$ cat src/rtl/writeback_stage.sv
// writeback_stage: buffers MEM-stage results in a DEPTH-entry FIFO and retires them to the register file.
// Latency: 2 edges minimum (accepted at edge N, popped at N+1, reg_write_en high from N+1 to N+2).
// Backpressure: in_ready is registered (count < DEPTH); wb_hold only stalls pops and never reaches in_ready combinationally.
// Ports: clk, reset (async, active-low); in_valid/in_ready handshake with in_reg_write, in_dest, in_mem_to_reg,
//   in_alu_result, in_mem_data, in_ld_size, in_ld_signed, in_byte_off; wb_hold from the register file;
//   write_reg/write_data/reg_write_en register-file write port; chk_reg_1/chk_reg_2 -> hazard; wb_count retired writes.
module writeback_stage #(
   parameter int DEPTH = 2
) (
   input  logic        clk,
   input  logic        reset,
   input  logic        in_valid,
   output logic        in_ready,
   input  logic        in_reg_write,
   input  logic [4:0]  in_dest,
   input  logic        in_mem_to_reg,
   input  logic [31:0] in_alu_result,
   input  logic [31:0] in_mem_data,
   input  logic [1:0]  in_ld_size,
   input  logic        in_ld_signed,
   input  logic [1:0]  in_byte_off,
   input  logic        wb_hold,
   output logic [4:0]  write_reg,
   output logic [31:0] write_data,
   output logic        reg_write_en,
   input  logic [4:0]  chk_reg_1,
   input  logic [4:0]  chk_reg_2,
   output logic        hazard,
   output logic [31:0] wb_count
);

   localparam int AW = (DEPTH > 1) ? $clog2(DEPTH) : 1;
   localparam int CW = $clog2(DEPTH + 1);

   // FIFO storage; entries are tracked by r_vld so the hazard check can scan them directly
   logic [4:0]       r_dest [DEPTH];
   logic [31:0]      r_data [DEPTH];
   logic [DEPTH-1:0] r_vld;
   logic [AW-1:0]    r_rd_ptr;
   logic [AW-1:0]    r_wr_ptr;
   logic [CW-1:0]    r_count;
   logic             r_in_ready;

   // register-file write port
   logic             r_we;
   logic [4:0]       r_wreg;
   logic [31:0]      r_wdata;
   logic [31:0]      r_wb_count;

   logic             w_push;
   logic             w_pop;
   logic [CW-1:0]    w_next_count;
   logic [31:0]      w_load_data;
   logic             w_hazard;

   // Load alignment and extension. Only the final value is needed at pop time, so it is
   // computed once on entry and stored; the popped value is identical either way.
   function automatic logic [31:0] f_align(
      input logic        mem_to_reg,
      input logic [31:0] alu,
      input logic [31:0] mem,
      input logic [1:0]  size,
      input logic [1:0]  off,
      input logic        sgn
   );
      logic [15:0] half_v;
      logic [7:0]  byte_v;
      logic [31:0] res;
      half_v = off[1] ? mem[31:16] : mem[15:0];
      case (off)
         2'd0:    byte_v = mem[7:0];
         2'd1:    byte_v = mem[15:8];
         2'd2:    byte_v = mem[23:16];
         default: byte_v = mem[31:24];
      endcase
      if (!mem_to_reg) begin
         res = alu;
      end else begin
         case (size)
            2'b01:   res = {{16{sgn & half_v[15]}}, half_v};
            2'b10:   res = {{24{sgn & byte_v[7]}}, byte_v};
            default: res = mem;   // 00 word, 11 treated as word
         endcase
      end
      return res;
   endfunction

   function automatic logic [AW-1:0] f_inc(input logic [AW-1:0] p);
      return (p == AW'(DEPTH - 1)) ? '0 : p + AW'(1);
   endfunction

   assign w_load_data = f_align(in_mem_to_reg, in_alu_result, in_mem_data,
                                in_ld_size, in_byte_off, in_ld_signed);

   // Results that write nothing (no reg_write or x0) complete the handshake but are dropped here.
   assign w_push       = in_valid && r_in_ready && in_reg_write && (in_dest != 5'd0);
   assign w_pop        = !wb_hold && (r_count != '0);
   assign w_next_count = r_count + CW'(w_push) - CW'(w_pop);

   always_ff @(posedge clk or negedge reset) begin
      if (!reset) begin
         r_count    <= '0;
         r_rd_ptr   <= '0;
         r_wr_ptr   <= '0;
         r_vld      <= '0;
         r_in_ready <= 1'b0;
         r_we       <= 1'b0;
         r_wreg     <= 5'd0;
         r_wdata    <= 32'd0;
         r_wb_count <= 32'd0;
      end else begin
         r_count    <= w_next_count;
         // ready is derived from the post-edge occupancy, so a pop frees a slot for the next cycle only
         r_in_ready <= (w_next_count < CW'(DEPTH));
         if (w_push) begin
            r_wr_ptr        <= f_inc(r_wr_ptr);
            r_vld[r_wr_ptr] <= 1'b1;
         end
         // push and pop never target the same slot: a full FIFO cannot push
         if (w_pop) begin
            r_rd_ptr        <= f_inc(r_rd_ptr);
            r_vld[r_rd_ptr] <= 1'b0;
            r_we            <= 1'b1;
            r_wreg          <= r_dest[r_rd_ptr];
            r_wdata         <= r_data[r_rd_ptr];
            r_wb_count      <= r_wb_count + 32'd1;
         end else begin
            r_we <= 1'b0;
         end
      end
   end

   // payload storage needs no reset; r_vld qualifies every read of it
   always_ff @(posedge clk) begin
      if (w_push) begin
         r_dest[r_wr_ptr] <= in_dest;
         r_data[r_wr_ptr] <= w_load_data;
      end
   end

   // A register is still "in flight" while queued or while its write pulse is on the port.
   always_comb begin
      w_hazard = 1'b0;
      for (int i = 0; i < DEPTH; i++) begin
         if (r_vld[i] && (((chk_reg_1 != 5'd0) && (r_dest[i] == chk_reg_1)) ||
                          ((chk_reg_2 != 5'd0) && (r_dest[i] == chk_reg_2)))) begin
            w_hazard = 1'b1;
         end
      end
      if (r_we && (((chk_reg_1 != 5'd0) && (r_wreg == chk_reg_1)) ||
                   ((chk_reg_2 != 5'd0) && (r_wreg == chk_reg_2)))) begin
         w_hazard = 1'b1;
      end
   end

   assign in_ready     = r_in_ready;
   assign reg_write_en = r_we;
   assign write_reg    = r_wreg;
   assign write_data   = r_wdata;
   assign wb_count     = r_wb_count;
   assign hazard       = w_hazard;

endmodule

$ cat config.mk
export PLATFORM = sky130hd
export DESIGN_NAME = writeback_stage
export DESIGN_NICKNAME = d
export VERILOG_FILES = /design/src/rtl/writeback_stage.sv
export SDC_FILE = /design/constraint.sdc
export NUM_CORES = 1
export LEC_CHECK = 0
export ABC_AREA = 1
export CORE_UTILIZATION = 52
export DETAILED_ROUTE_END_ITERATION = 8
export PLACE_DENSITY = 0.85
export SYNTH_ARGS = -nofsm -noshare
export SYNTH_HDL_FRONTEND = slang
export SYNTH_SLANG_ARGS = --single-unit
export TNS_END_PERCENT = 1
$ cat constraint.sdc
create_clock -name clk -period 2.9 [get_ports clk]
set_clock_uncertainty 0.15 [all_clocks]
set_input_delay 0.58 -clock clk [delete_from_list [all_inputs] [get_ports clk]]
set_output_delay 0.58 -clock clk [all_outputs]
set_load 0.01 [all_outputs]
==> flow_metrics.tcl, run 1 <==
set metrics [dict create \
    syn_inst 921 \
    layout-drive-gt1-share_pct 6.26 \
    drtIter0Drc 409 \
    clk_latency_ns 0.42 \
    endpoint_kind "primary output" \
    hpwlAfterDp_um 14000 \
    clkSlewWorstSetupHoldPaths_ns 0.06 \
    ant_nets 0 \
    die_h_um 123 \
    regArea_um2 4150 \
    hold_viol 0 \
    drt-total-wl_um 19300 \
    grt_max_degree 49 \
    grt_pass1_vias 6160 \
    ys_ff_latch 151 \
    final_nets 1184 \
    io_pins 162 \
    firstDrtPassIters 5 \
    grt.total_usage_pct 26.9 \
    synth_edf_count 74 \
    power.density_nw_per_um2 738 \
    relSlewSlack_pct 57.2 \
    grt_antenna_before_repair 0 \
    p_leak_uw 0.00438 \
    place_congestion 0.998 \
    post_drt_wl_per_cell_um 15.1 \
    path_class "in -> out" \
    multi_input_area_um2 3110 \
    seq_area_frac_synth_pct 54.3 \
    async_flop_share_pct 51.0 \
    dieArea_um2 15200 \
    holdWs_ns 0.0367 \
    drv_slew 0 \
    post-route-period-util_pct 94.7 \
    cts_tree "yes" \
    drc 0 \
    holdCritPathClass "in -> async" \
    grt_pass1_wl_um 30700 \
    worstPathRequired_ns 2.17 \
    status "finished clean" \
    final_common_cell "nand2_1" \
    largest_reg_flops 64 \
    ys_types 29 \
    num-fill-cells 1082 \
    reg2reg_slack_ns 0.95 \
    rows 43 \
    cap_violations 0 \
    synthesis.nets 1016 \
    rsz0062_at_grt "false" \
    die_w_um 123 \
    cts-root-buf "clkbuf_16" \
    cts_setup_buffers 0 \
    ys.flop_type "dfrtp_1" \
    viasPerCell 5.21 \
    final_cell_mix "379 x nand2_1, 152 x clkdlybuf4s50_1, 92 x nor2_1, 77 x dfrtp_1, 74 x edfxtp_1" \
    syn_to_final_growth_pct 31.6 \
    cts_resized 8 \
    yosysWarnings 0 \
    top_register "r_data" \
    cts_max_path_buffers 2 \
    via_count 6679 \
    crit_fanout 4 \
    grt_overflow 0 \
    fmax_ghz 0.364 \
    cts_sinks 151 \
    h-tree-depth 4 \
    layoutNonFillerInstCount 1282 \
    numPortBuffers 161 \
    start_util_pct 54.2 \
    start_kind "primary input" \
    dp_cells 1250 \
    peakVddDrop_mv 0.451 \
    ctsHoldBuffers 0 \
    worst_pin_slew_ns 0.642 \
    worstPathArrival_ns 2.02 \
    cts_made_buffers 17 \
    setup_violations 0 \
    min_period_ns 2.75 \
    postSynthAreaPerCell_um2 8.29 \
    coreArea_um2 14100 \
    synth_area_um2 7640 \
    diodes 0 \
]
-- kinds of logic after synthesis --
group	synth area share, %
adders and majority gates	0.819
AOI/OAI and AO/OA	5.08
buffers and inverters	5.00
DFF	54.3
xor gates and xnor gates	4.59
and+or+nand+nor	30.2
-- layer usage --
metal | vias to the layer above | share of wire [%] | global-route usage, %
li1 | 3285 | - | -
met1 | 3088 | 44 | 35.5
met4 | 0 | 2.2 | 10.2
met2 | 273 | 47 | 43.3
met3 | 33 | 6.7 | 6.09
met5 | - | 0 | 0
-- stage by stage --
step	total power, µW	setup slack, ns	TNS (ns)	util (%)	area (µm²)
4_1_cts	7460	0.109	0	71.3	10000
5_1_grt	7830	0.0156	0	71.3	10000
6_report	7420	0.153	0	71.3	10000
3_5_place_dp	5390	-0.137	-0.137	67.4	9500
3_3_place_gp	5320	-0.136	-0.136	67.4	9500
2_1_floorplan	4190	0.692	0	-	7640
-- final timing paths --
kind                          startpoint        endpoint  depth (start not counted)
min                                reset    write_reg[4]                          1
max reg2reg                   r_count[1]      r_count[1]                          8
min reg2reg                r_data[0][19]  write_data[19]                          2
max                         chk_reg_1[0]          hazard                         10
min in group clk           r_data[0][19]  write_data[19]                          2
max in group asynchronous          reset    wb_count[22]                          2
-- report_power, final --
group          internal, µW  switching, µW  leakage, µW
clock                  1190            875     0.000262
sequential             2740            348      0.00166
combinational          1080           1190      0.00246
total                  5010           2410      0.00438
-- area by class of cell --
cell class              count  area share [%]
repair buffers            178            17.6
well taps                 180            2.24
inverters                  65            2.45
clock inverters            12            1.18
flip-flops and latches    151            41.3
multi-input cells         676            30.9
clock buffers              20            4.35
-- synth_stat cells, types with 6 or more instances --
| cell type | number | area [µm²] |
|---|---|---|
| xor2_1 | 18 | 158 |
| nor2_2 | 7 | 43.8 |
| buf_2 | 15 | 75.1 |
| edfxtp_1 | 74 | 2220 |
| nand3b_1 | 11 | 82.6 |
| nand3_1 | 50 | 250 |
| nor2_1 | 93 | 349 |
| inv_1 | 60 | 225 |
| nand2_1 | 379 | 1420 |
| o21ai_0 | 23 | 115 |
| a21oi_1 | 43 | 215 |
| dfrtp_1 | 77 | 1930 |
| nand4_1 | 6 | 37.5 |
| xnor2_1 | 22 | 193 |
| clkbuf_1 | 9 | 33.8 |
-- worst max-delay path, stage by stage --
cell             delay, ns
clkdlybuf4s50_1       0.49
nor2_1                0.14
nand2_1               0.07
nor2_2                0.13
nor2_1                0.06
nand2_1               0.07
nand2_1               0.05
nand2_1               0.05
nand3_1               0.09
dlygate4sd2_1         0.29
No activity file was read; power rests on OpenSTA's default activity.
==> run 2, diff against run 1 <==
CORE_ASPECT_RATIO = 1.2   (was not set)
==> run 2 against run 1 <==
Net effect: critical path type unchanged; sequential power about the same; sequential share of layout area shrank 0.16 points; hold slack better by 0.26 ns; maximum frequency increased by 1.9%.
==> flow_metrics.tcl, run 2 (synthesis gave the netlist of run 1 again) <==
set metrics [dict create \
    cap_violations 0 \
    hpwlAfterDp_um 14600 \
    clkSlewWorstSetupHoldPaths_ns 0.06 \
    endpoint_kind "primary output" \
    cpMostUsedCell "nand2_1" \
    via_count 6712 \
    drt-total-wl_um 19500 \
    start_util_pct 53.2 \
    cts_max_path_buffers 2 \
    drv_slew 0 \
    critPathMaxStageDelay_ns 0.47 \
    multi_input_area_um2 3110 \
    diodes 0 \
    cts-root-buf "clkbuf_16" \
    peakVddDrop_mv 0.409 \
    status "finished clean" \
    p_clk_share_pct 28.2 \
    grt_overflow 0 \
    worst-path-buf-inv 3 \
    cts_tree "yes" \
    crit_chain "clkdlybuf4s50_1 -> inv_2 -> nand2_1 -> nand2_1 -> nand2_1 -> nor2_1 -> nand2_1 -> nand2_1 -> nand2_1 -> nand3_1 -> dlygate4sd2_1" \
    io_pins 162 \
    worstPathArrival_ns 1.97 \
    total_power_uw 7480 \
    relSlewSlack_pct 62.8 \
    cts_made_buffers 17 \
    combPwrFrac_pct 30.6 \
    intPower_uw 5010 \
    power.density_nw_per_um2 742 \
    die_w_um 113 \
    grt_max_degree 44 \
    rows 48 \
    cts_sinks 151 \
    final_cell_mix "379 x nand2_1, 150 x clkdlybuf4s50_1, 93 x nor2_1, 77 x dfrtp_1, 74 x edfxtp_1" \
    grt.total_usage_pct 27.0 \
    holdWs_ns 0.298 \
    crit_fanout 4 \
    clk_latency_ns 0.42 \
    holdCritPathClass "reg -> reg" \
    worstPathRequired_ns 2.17 \
    largest_reg_flops 64 \
    drtIter0Drc 537 \
    setup_violations 0 \
    start_kind "primary input" \
    fmax_ghz 0.371 \
    rsz0062_at_grt "false" \
    viasPerCell 5.24 \
    layout-drive-gt1-share_pct 6.78 \
    drc 0 \
    syn_to_final_growth_pct 32.1 \
    hold_viol 0 \
    post-route-period-util_pct 93.0 \
    die_h_um 135 \
    path_class "in -> out" \
    grt_pass1_wl_um 31300 \
    swShare_pct 33.1 \
    num-fill-cells 1163 \
    fin_area_um2 10100 \
    dieArea_um2 15200 \
    coreArea_um2 14400 \
    h-tree-depth 4 \
    grt_pass1_vias 6410 \
    cp_top_family "buffers and inverters" \
    final_nets 1188 \
    sequentialPowerShare_pct 41.1 \
    placed_area_um2 9520 \
    post_drt_wl_per_cell_um 15.2 \
    p_leak_uw 0.00442 \
    worst_pin_slew_ns 0.551 \
    switching_power_uw 2470 \
    min_period_ns 2.70 \
    top_register "r_data" \
    firstDrtPassIters 5 \
    place_congestion 0.916 \
    grt_antenna_before_repair 0 \
    numPortBuffers 161 \
    final_common_cell "nand2_1" \
    regArea_um2 4150 \
    ant_nets 0 \
    slowest_stage "clkdlybuf4s50_1" \
]
run 2: cell types whose count changed in the layout (fill, tap and decap cells not counted), sizes merged:
cell / before / now
inv: 68 / 75
buf: 18 / 21
clkinv: 5 / 2
clkdlybuf4s50: 152 / 150
clkinvlp: 3 / 1
dlygate4sd2: 8 / 10
bufinv: 1 / 0
clkbuf: 20 / 19
dlygate4sd3: 0 / 1
run 2: metal layers:
metal | share of wire, % | GRT usage [%]
met4 | 3.1 | 12.8
met1 | 42 | 32.0
met5 | 0 | 0
met2 | 50 | 47.6
met3 | 4.5 | 4.67
run 2: what timing repair did:
item / in CTS / in global routing
endpoints found under the hold margin: 11 / 0
endpoints found under the setup margin: 1 / 0
resized for setup: 11 / 0
hold buffers: 1 / 0
setup buffers: 0 / 0
run 2: power by group through the flow:
stage                     Clock [µW]  Sequential, µW  Combinational (µW)
after floorplan                    0            3180                1010
after global placement             0            3100                2240
after detailed placement           0            3110                2310
after CTS                       2140            3080                2310
after global routing            2220            3130                2510
final                           2110            3080                2290
run 2: cell type report:
cell class	instances	area share (%)
clock buffers	19	4.49
inverters	65	2.44
flip-flops and latches	151	41.1
clock inverters	13	1.19
well taps	175	2.17
repair buffers	182	17.8
multi-input cells	676	30.8
run 2: stage by stage:
stage	utilization [%]	std cells	setup WS [ns]	TNS, ns
floorplan	-	921	0.692	0
global placement	66.3	1248	-0.130	-0.130
detailed placement	66.3	1248	-0.144	-0.144
finish	70.3	1281	0.203	0
CTS	70.3	1281	0.200	0
global route	70.3	1281	0.0827	0
run 2: final timing paths:
| kind | from | to | slack, ns | depth (start not counted) |
|---|---|---|---|---|
| worst min-delay path | r_data[1][8] | write_data[8] | 0.30 | 2 |
| worst max-delay path | chk_reg_2[4] | hazard | 0.20 | 11 |
| min in group asynchronous | reset | write_reg[1] | 0.53 | 2 |
| max in group asynchronous | reset | write_data[14] | 1.40 | 3 |
| worst min register to register | r_data[1][8] | write_data[8] | 0.30 | 2 |
| worst max register to register | r_count[1] | r_count[1] | 0.97 | 8 |
run 2: worst reg2reg max path, cell delays in order (launching register included):
cell	delay [ns]
dfrtp_1	0.40
nor2_2	0.22
nor2_8	0.09
ha_1	0.30
inv_1	0.06
ha_1	0.14
xor2_1	0.18
xor2_1	0.22
inv_1	0.06
